[src/rtl/filter_pkg.sv]
// -----------------------------------------------------------------------------
// filter_pkg
// Shared constants and helpers for the filter_bank debounce block.
//   DEFAULT_CHANNELS    : default number of debounce channels
//   DEFAULT_STABLE_CNT  : default stable-tick threshold
//   DEFAULT_RESET_LEVEL : default output/synchronizer level after reset
//   cnt_width()         : width of the per-channel stability counter
// -----------------------------------------------------------------------------
package filter_pkg;

  localparam int DEFAULT_CHANNELS    = 8;
  localparam int DEFAULT_STABLE_CNT  = 16;
  localparam bit DEFAULT_RESET_LEVEL = 1'b0;

  // The counter only has to reach STABLE_CNT-1, so clog2(STABLE_CNT) bits are
  // enough; never return zero so the counter stays a legal vector.
  function automatic int cnt_width(input int stable_cnt);
    return (stable_cnt <= 2) ? 1 : $clog2(stable_cnt);
  endfunction

endpackage

[src/rtl/filter_chan.sv]
// -----------------------------------------------------------------------------
// filter_chan
// One debounce channel: two-flop synchronizer, stability counter qualified by
// a shared sampling tick, filtered output register and change pulses.
// Ports:
//   clk, rst       : clock, asynchronous active-high reset
//   in_signal      : raw asynchronous input
//   clock_enable   : sampling tick that qualifies counting
//   out_signal     : debounced level
//   out_signal_en  : one-cycle pulse when out_signal changes
//   rise, fall     : one-cycle pulses on 0->1 / 1->0 output changes
// -----------------------------------------------------------------------------
module filter_chan
  import filter_pkg::*;
#(
  parameter int STABLE_CNT  = DEFAULT_STABLE_CNT,
  parameter bit RESET_LEVEL = DEFAULT_RESET_LEVEL
) (
  input  logic clk,
  input  logic rst,
  input  logic in_signal,
  input  logic clock_enable,
  output logic out_signal,
  output logic out_signal_en,
  output logic rise,
  output logic fall
);

  localparam int              CW      = cnt_width(STABLE_CNT);
  localparam logic [CW-1:0]   CNT_MAX = CW'(STABLE_CNT - 1);

  logic          sync_q1;
  logic          sync_q2;
  logic [CW-1:0] cnt;
  logic          differs;
  logic          load;

  assign differs = (sync_q2 != out_signal);
  // The last qualifying tick both loads the output and clears the counter,
  // so the counter never wraps.
  assign load    = differs && clock_enable && (cnt == CNT_MAX);

  // NOTE: all state below uses non-blocking assignments so every flop samples
  // pre-edge values; blocking here would collapse the synchronizer into one stage.
  always_ff @(posedge clk or posedge rst) begin
    if (rst) begin
      sync_q1       <= RESET_LEVEL;
      sync_q2       <= RESET_LEVEL;
      cnt           <= '0;
      out_signal    <= RESET_LEVEL;
      out_signal_en <= 1'b0;
      rise          <= 1'b0;
      fall          <= 1'b0;
    end else begin
      sync_q1       <= in_signal;
      sync_q2       <= sync_q1;
      out_signal_en <= load;
      rise          <= load &  sync_q2;
      fall          <= load & ~sync_q2;
      if (!differs) begin
        // Agreement on any edge (ticked or not) restarts the stability window.
        cnt <= '0;
      end else if (clock_enable) begin
        if (load) begin
          out_signal <= sync_q2;
          cnt        <= '0;
        end else begin
          cnt <= cnt + 1'b1;
        end
      end
    end
  end

endmodule

[src/rtl/filter_bank.sv]
// -----------------------------------------------------------------------------
// filter_bank
// Bank of CHANNELS independent debounce channels sharing one sampling tick.
// Optional feature macro: FILTER_BANK_IRQ_EN adds sticky per-channel status
// bits (set on every output change, write-1-to-clear) and an OR-ed irq.
// Ports:
//   clk, rst       : clock, asynchronous active-high reset
//   in_signal      : raw asynchronous inputs, one per channel
//   clock_enable   : shared sampling tick
//   out_signal     : debounced levels
//   out_signal_en  : one-cycle pulse per output change
//   rise, fall     : one-cycle pulses on 0->1 / 1->0 output changes
//   status_clr     : (FILTER_BANK_IRQ_EN) write-1-to-clear for status
//   status, irq    : (FILTER_BANK_IRQ_EN) sticky change flags and their OR
// -----------------------------------------------------------------------------
module filter_bank
  import filter_pkg::*;
#(
  parameter int CHANNELS    = DEFAULT_CHANNELS,
  parameter int STABLE_CNT  = DEFAULT_STABLE_CNT,
  parameter bit RESET_LEVEL = DEFAULT_RESET_LEVEL
) (
  input  logic                clk,
  input  logic                rst,
  input  logic [CHANNELS-1:0] in_signal,
  input  logic                clock_enable,
  output logic [CHANNELS-1:0] out_signal,
  output logic [CHANNELS-1:0] out_signal_en,
  output logic [CHANNELS-1:0] rise,
`ifdef FILTER_BANK_IRQ_EN
  output logic [CHANNELS-1:0] fall,
  input  logic [CHANNELS-1:0] status_clr,
  output logic [CHANNELS-1:0] status,
  output logic                irq
`else
  output logic [CHANNELS-1:0] fall
`endif
);

  for (genvar i = 0; i < CHANNELS; i++) begin : g_chan
    filter_chan #(
      .STABLE_CNT  (STABLE_CNT),
      .RESET_LEVEL (RESET_LEVEL)
    ) u_chan (
      .clk           (clk),
      .rst           (rst),
      .in_signal     (in_signal[i]),
      .clock_enable  (clock_enable),
      .out_signal    (out_signal[i]),
      .out_signal_en (out_signal_en[i]),
      .rise          (rise[i]),
      .fall          (fall[i])
    );
  end

`ifdef FILTER_BANK_IRQ_EN
  // A new change pulse outranks a clear in the same cycle so no event is lost.
  always_ff @(posedge clk or posedge rst) begin
    if (rst) begin
      status <= '0;
    end else begin
      status <= (status & ~status_clr) | out_signal_en;
    end
  end

  assign irq = |status;
`endif

endmodule

[config.mk]
export PLATFORM = sky130hd
export DESIGN_NAME = filter_bank
export DESIGN_NICKNAME = d
export VERILOG_FILES = /design/src/rtl/filter_pkg.sv /design/src/rtl/filter_chan.sv /design/src/rtl/filter_bank.sv
export SDC_FILE = /design/constraint.sdc
export NUM_CORES = 1
export LEC_CHECK = 0
export BUFFER_PORTS_ARGS = -buffer_cell sky130_fd_sc_hd__buf_4
export CAP_MARGIN = 20
export CORE_MARGIN = 10
export CORE_UTILIZATION = 43
export DETAILED_ROUTE_END_ITERATION = 8
export PLACE_DENSITY = 0.66
export SETUP_SLACK_MARGIN = 0.02
export SLEW_MARGIN = 20
export SYNTH_ARGS = -nofsm -noshare
export SYNTH_HDL_FRONTEND = slang
export SYNTH_HIERARCHICAL = 1
export SYNTH_SLANG_ARGS = --single-unit
[constraint.sdc]
create_clock -name clk -period 3.9 [get_ports clk]
set_input_delay 0.39 -clock clk [delete_from_list [all_inputs] [get_ports clk]]
set_output_delay 0.39 -clock clk [all_outputs]
set_load 0.03 [all_outputs]
==> results of run 1 <==
-- synthesized netlist by cell type --
cell type / number / share of area
xnor2_2: 8 / 0.040
ha_1: 8 / 0.031
mux2_1: 8 / 0.028
nor4_1: 8 / 0.015
nand3b_1: 8 / 0.018
and2_1: 8 / 0.015
inv_1: 8 / 0.0092
nor2_1: 16 / 0.018
nor3_4: 8 / 0.040
nand3_1: 8 / 0.012
a21oi_1: 24 / 0.037
or3_1: 8 / 0.015
o21ai_0: 8 / 0.012
nand2b_1: 8 / 0.015
dfrtp_1: 80 / 0.61
nand2_1: 32 / 0.037
xor2_1: 8 / 0.021
mux2i_1: 8 / 0.024
-- sequential cells by signal, indices dropped and copies added (netlist names) --
signal,count
g_chan.u_chan/rise,8
g_chan.u_chan/sync_q2,8
g_chan.u_chan/cnt,32
g_chan.u_chan/out_signal_en,8
g_chan.u_chan/out_signal,8
g_chan.u_chan/fall,8
g_chan.u_chan/sync_q1,8
-- area by class of cell --
class | count | area [um2]
Tap cell | 99 | 123.9
Timing Repair Buffer | 42 | 315.3
Fill cell | 638 | 3362
Inverter | 8 | 30.03
Clock buffer | 9 | 123.9
Clock inverter | 6 | 132.6
Sequential cell | 80 | 2002
Multi-Input combinational cell | 176 | 1241
-- routing by layer --
layer / global-route usage / share of wire / wire, um / up-vias
li1: - / - / - / 1014
met1: 0.1148 / 0.43 / 2335 / 968
met2: 0.1680 / 0.50 / 2710 / 34
met3: 0.02635 / 0.046 / 251 / 11
met4: 0.06673 / 0.027 / 148 / 0
met5: 0 / 0 / 0 / -
-- logic make-up (layout without fill, tap and decap cells) --
kind of cell	after synthesis	count (layout)	synth area share
AO/OA/AOI/OAI	32	32	0.04893
XOR/XNOR	16	16	0.06116
adder cells (fa/ha/maj)	8	8	0.03058
buffers and inverters	8	65	0.009175
flip-flops	80	80	0.6116
multiplexers	16	16	0.05199
AND/OR/NAND/NOR	104	104	0.1865
-- stage by stage --
| stage | hold WS [ns] | std cells | worst slack (ns) |
|---|---|---|---|
| 6_report | 0.07451 | 420 | 2.521 |
| 4_1_cts | 0.07539 | 420 | 2.518 |
| 2_1_floorplan | 0.2302 | 264 | 2.505 |
| 3_5_place_dp | 0.3395 | 405 | 2.203 |
| 3_3_place_gp | 0.3332 | 405 | 2.246 |
| 5_1_grt | 0.09062 | 420 | 2.379 |
-- power by group --
group	total, mW	internal (mW)	switching [mW]
combinational	0.0814	0.0326	0.0488
sequential	0.871	0.850	0.0213
clock	0.766	0.485	0.281
-- placed cells by master (no fill, tap or decap), drive strengths merged --
cell,n
dfrtp,80
buf,42
nand2,32
a21oi,24
nor2,16
clkbuf,9
xnor2,8
mux2i,8
xor2,8
nor3,8
and2,8
nor4,8
inv,8
o21ai,8
or3,8
mux2,8
nand3,8
nand3b,8
nand2b,8
ha,8
bufinv,4
clkinvlp,1
clkinv,1
-- worst paths after layout --
check / startpoint / to / slack (ns) / depth (start not counted)
setup reg to reg: g_chan[5].u_chan/cnt[0] / g_chan[5].u_chan/out_signal / 2.52 / 4
max in group asynchronous: rst / g_chan[5].u_chan/cnt[2] / 3.53 / 2
setup / recovery: g_chan[5].u_chan/cnt[0] / g_chan[5].u_chan/out_signal / 2.52 / 4
hold / removal: rst / g_chan[6].u_chan/cnt[0] / 0.07 / 2
min in group clk: in_signal[1] / g_chan[1].u_chan/sync_q1 / 0.15 / 1
hold reg to reg: g_chan[2].u_chan/sync_q1 / g_chan[2].u_chan/sync_q2 / 0.35 / 0
-- worst max-delay path, cell delays in order (launching register included) --
cell     delay, ns
dfrtp_1       0.42
ha_1          0.24
nand2_1       0.12
nor3_4        0.16
mux2_1        0.33
==> metrics.yaml, run 1 <==
clock_network:
  cts.path.max_buffers: 2
  clock-sinks: 80
  worst_setup_hold_path_clk_slew_ns: 0.08
  cts_setup_buffers: 0
  worstSkewPairLatency_ns: 0.34
  clock_tree_from_tritoncts: "built"
  cts_max_level: 3
  post_cts_resize_count: 0
  cts-hold-fix-buffers: 0
  numCtsBuffers: 9
  ctsRootBufferMaster: "clkbuf_8"
setup_path:
  crit_arrival_ns: 1.60
  worst-path-max-fanout: 5
  timing.critical_path.from_type: "flip-flop"
  critPathCaptureType: "flip-flop"
  worst-setup-path-type: "flip-flop to flip-flop"
  critical_path_required_ns: 4.12
grt:
  grt_overflow: 0
  total_grt_usage: 0.1020
  first_pass_grt_wire_length_um: 9397
  grt_start_max_net_pins: 41
  antenna_found_initial: 0
  first_global_vias: 2082
power:
  irDropWorstVdd_mv: 0.2071
  power-per-cell-area_mw_per_mm2: 433.0
  leakagePower_nw: 1.914
  total_power_mw: 1.718
floorplan:
  die_area_mm2: 0.01150
  placeableCoreArea_mm2: 0.007331
  num_io_pins: 43
  floorplan.die.width_um: 107.2
  die-height_um: 107.2
  rows: 31
  floorplan.initialDensity: 0.4465
flow_run:
  maxCapViolations: 0
finish:
  insertedDiodeCount: 0
  total_number_of_nets_in_the_final_design: 336
  layout_overhead_on_the_synthesized_area_pct: 21.25
  post-route-cell-area_mm2: 0.003969
  ratio_of_cells_with_drive_above_1_in_the_final_layout: 0.2274
  utilization_after_layout: 0.5414
drt:
  routed_wl_um: 5446
  via_per_inst: 4.826
  routed_wire_length_per_instance_um: 12.97
  drt_first_pass_iters: 4
  dr.first_iter.drc_count: 75
  route.antenna.remaining_nets: 0
  drt_drc_violations_left: 0
  via_count: 2027
yosys:
  synth.ff_latch_count: 80
  postSynthAreaPerCell_um2: 12.40
  synthCells: 264
  yosysSeqAreaShare: 0.6116
  synth_nets: 283
  syn-cell-area_mm2: 0.003273
  synth-warning-count: 6
  synth_cell_types: 18
placed_design:
  detailedPlacementHpwl_um: 3922
  port_buffers: 42
  dpl-instance-area_mm2: 0.003712
  gp_congestion: 0.7860
timing:
  setup_viol: 0
  achievable-frequency_mhz: 724.9
  post-route-min-period_ns: 1.379
  final_min_period_over_clock_period: 0.3537
  clock_skew_ns: 0.006328
  relSlewSlack: 0.7135
  grt_setup_unrepaired: "false"
  final-max-slew-violation-count: 0
  hold_viol: 0
  worst-slew-pin-transition_ns: 0.4297
  setup-tns-final_ns: 0
hold_path:
  worstHoldPathType: "input pin to asynchronous set/reset pin"
status:
  status: "finished clean"
(Power assumes the default switching activity.)
==> run 2: changes to the inputs <==
Settings changed: PLACE_DENSITY 0.66 to 0.69.
Clock period 3.9 ns to 1.1 ns, I/O delays scaled along.
==> run 2 against run 1 <==
The run now ends with setup timing left. Design area grew 37%. Final cell count grew 25%. Setup slack lost 2.7 ns. Die area is the same. Routed wire length grew 50%. Via count grew 26%. Critical path depth is the same. Global-route usage grew 4.6 points. Clock skew grew 0.0020 ns. First-iteration DRC count shrank 4.0%. Critical path type unchanged. Largest cell class unchanged. Largest power group unchanged.
==> metrics.yaml, run 2 (synthesized netlist as in run 1, its figures left out) <==
status:
  status: "finished, violations left"
  violated_checks: "setup timing"
clock_network:
  ctsRootBufferMaster: "clkbuf_8"
  numCtsBuffers: 9  # unchanged
  clock_tree_from_tritoncts: "built"
  cts.path.max_buffers: 2  # unchanged
  worstSkewPairLatency_ns: 0.35  # about the same
  worst_setup_hold_path_clk_slew_ns: 0.08  # about the same
  cts_max_level: 3  # unchanged
  clock-sinks: 80  # unchanged
setup_path:
  worst-path-max-fanout: 2  # -3
  timing.critical_path.slowest_stage_cell: "dfrtp_1"
  timing.critical_path.from_type: "flip-flop"
  crit_arrival_ns: 1.53  # -0.07 ns
  slowest_delay_ns: 0.42  # about the same
  critical_path_required_ns: 1.33  # -2.79 ns
  timing.critical_path.cells: "ha_4, nand2_4, nor3_4, mux2_4"
  worst-setup-path-type: "flip-flop to flip-flop"
  critPathCaptureType: "flip-flop"
  cp.buffers_inverters: 0  # unchanged
  cell_family_with_most_cp_delay: "flip-flops"
floorplan:
  die-height_um: 107.2  # unchanged
  num_io_pins: 43  # unchanged
  die_area_mm2: 0.01150  # unchanged
  rows: 31  # unchanged
  floorplan.die.width_um: 107.2  # unchanged
  placeableCoreArea_mm2: 0.007331  # unchanged
  floorplan.initialDensity: 0.4465  # unchanged
finish:
  largest_register_ffs: 32  # unchanged
  leading_cell_types_in_the_layout_fill_and_taps_excluded: "buf_4, dfrtp_1, buf_6"
  layout.filler_cells: 439  # -31%
  utilization_after_layout: 0.7407  # +0.1994
  insertedDiodeCount: 0  # unchanged
  total_number_of_nets_in_the_final_design: 442  # +32%
  post-route-cell-area_mm2: 0.005430  # +37%
  leading_cell_type_in_the_layout_fill_and_taps_excluded: "buf_4"
  ratio_of_cells_with_drive_above_1_in_the_final_layout: 0.5935  # +0.3660
  layout_overhead_on_the_synthesized_area_pct: 65.90
  registers.top_by_ff_count: "g_chan.u_chan/cnt"
flow_run:
  maxCapViolations: 0  # unchanged
drt:
  routed_wire_length_per_instance_um: 15.54  # +20%
  dr.first_iter.drc_count: 72  # -4.0%
  routed_wl_um: 8192  # +50%
  drt_first_pass_iters: 4  # unchanged
  via_count: 2550  # +26%
  via_per_inst: 4.839  # +0.26%
  drt_drc_violations_left: 0  # unchanged
  route.antenna.remaining_nets: 0  # unchanged
placed_design:
  gp_congestion: 0.7765  # -1.2%
  port_buffers: 42  # unchanged
  dpl-instance-area_mm2: 0.004438  # +20%
  detailedPlacementHpwl_um: 5008  # +28%
grt:
  total_grt_usage: 0.1479  # +0.04587
  first_global_vias: 2863  # +38%
  grt_overflow: 0  # unchanged
  grt_start_max_net_pins: 18  # -56%
  first_pass_grt_wire_length_um: 13420  # +43%
  antenna_found_initial: 0  # unchanged
timing:
  final_min_period_over_clock_period: 1.178  # +0.8245
  final.hold.worst_slack_ns: 0.2106  # +0.1361 ns
  post-route-min-period_ns: 1.296  # -0.08345 ns
  relSlewSlack: 0.7090  # -0.004517
  worst-slew-pin-transition_ns: 0.4360  # +0.006295 ns
  setup_ws_ns: -0.1960  # -2.717 ns
  setup_viol: 44  # +44
  grt_setup_unrepaired: "true"
  clock_skew_ns: 0.008321  # +0.001993 ns
  final-max-slew-violation-count: 0  # unchanged
  achievable-frequency_mhz: 771.6  # +6.4%
  hold_viol: 0  # unchanged
power:
  leakagePower_nw: 2.589  # +35%
  power-per-cell-area_mw_per_mm2: 1118  # +160%
  irDropWorstVdd_mv: 0.6116  # +200%
hold_path:
  worstHoldPathType: "input pin to flip-flop"
## run 2: report_power, final
| group | switching (mW) | internal, mW |
|---|---|---|
| Clock | 1.03 | 1.28 |
| Combinational | 0.321 | 0.348 |
| Sequential | 0.0748 | 3.02 |
| Total | 1.43 | 4.64 |
## run 2: routing by layer
| layer | wire length (um) | global-route usage | share of wire | vias to the layer above |
|---|---|---|---|---|
| li1 | - | - | - | 1221 |
| met1 | 3090 | 0.1527 | 0.38 | 1271 |
| met2 | 4630 | 0.2731 | 0.57 | 45 |
| met3 | 310 | 0.03653 | 0.038 | 13 |
| met4 | 161 | 0.06963 | 0.020 | 0 |
| met5 | 0 | 0 | 0 | - |
## run 2: area by class of cell
class | count | area (um2) | share of cell area
timing repair buffer | 148 | 1291 | 0.2378
tap | 99 | 123.9 | 0.02281
clock buffer | 11 | 131.4 | 0.02419
sequential | 80 | 2022 | 0.3724
multi-input combinational | 176 | 1750 | 0.3224
clock inverter | 5 | 81.33 | 0.01498
inverter | 8 | 30.03 | 0.005530
## run 2: per-stage QoR
| step | setup TNS [ns] | setup WS [ns] | power (mW) | cells |
|---|---|---|---|---|
| after floorplan | -1.499 | -0.1874 | 3.363 | 264 |
| after global placement | -1.152 | -0.1372 | 3.599 | 479 |
| after detailed placement | -1.812 | -0.1971 | 3.625 | 479 |
| after CTS | -3.202 | -0.1803 | 6.073 | 520 |
| after global routing | -6.636 | -0.2490 | 6.320 | 527 |
| final | -3.901 | -0.1960 | 6.071 | 527 |
## run 2: final timing paths
check | startpoint | endpoint | slack [ns] | cells after the start
worst max-delay path | g_chan[1].u_chan/cnt[1] | g_chan[1].u_chan/out_signal | -0.20 | 4
worst min-delay path | clock_enable | g_chan[4].u_chan/cnt[2] | 0.21 | 4
worst max register to register | g_chan[1].u_chan/cnt[1] | g_chan[1].u_chan/out_signal | -0.20 | 4
worst min register to register | g_chan[4].u_chan/sync_q1 | g_chan[4].u_chan/sync_q2 | 0.35 | 0
max in group asynchronous | rst | g_chan[6].u_chan/out_signal | 0.38 | 3
min in group asynchronous | rst | g_chan[5].u_chan/cnt[3] | 0.37 | 3
## run 2: worst reg2reg max path, delay by kind of cell (launching register included)
kind / cells / cell delay, ns
flip-flops: 1 / 0.42
multiplexers: 1 / 0.31
AND/OR/NAND/NOR: 2 / 0.27
adder cells (fa/ha/maj): 1 / 0.17
## run 2: timing repair
action / 4_1_cts / 5_1_grt
pin swaps: 59 / 49
endpoints found under the setup margin: 54 / 68
gates resized for setup: 87 / 42
buffers inserted: 22 / 15
endpoints found under the hold margin: 88 / 0
hold buffers: 9 / 0
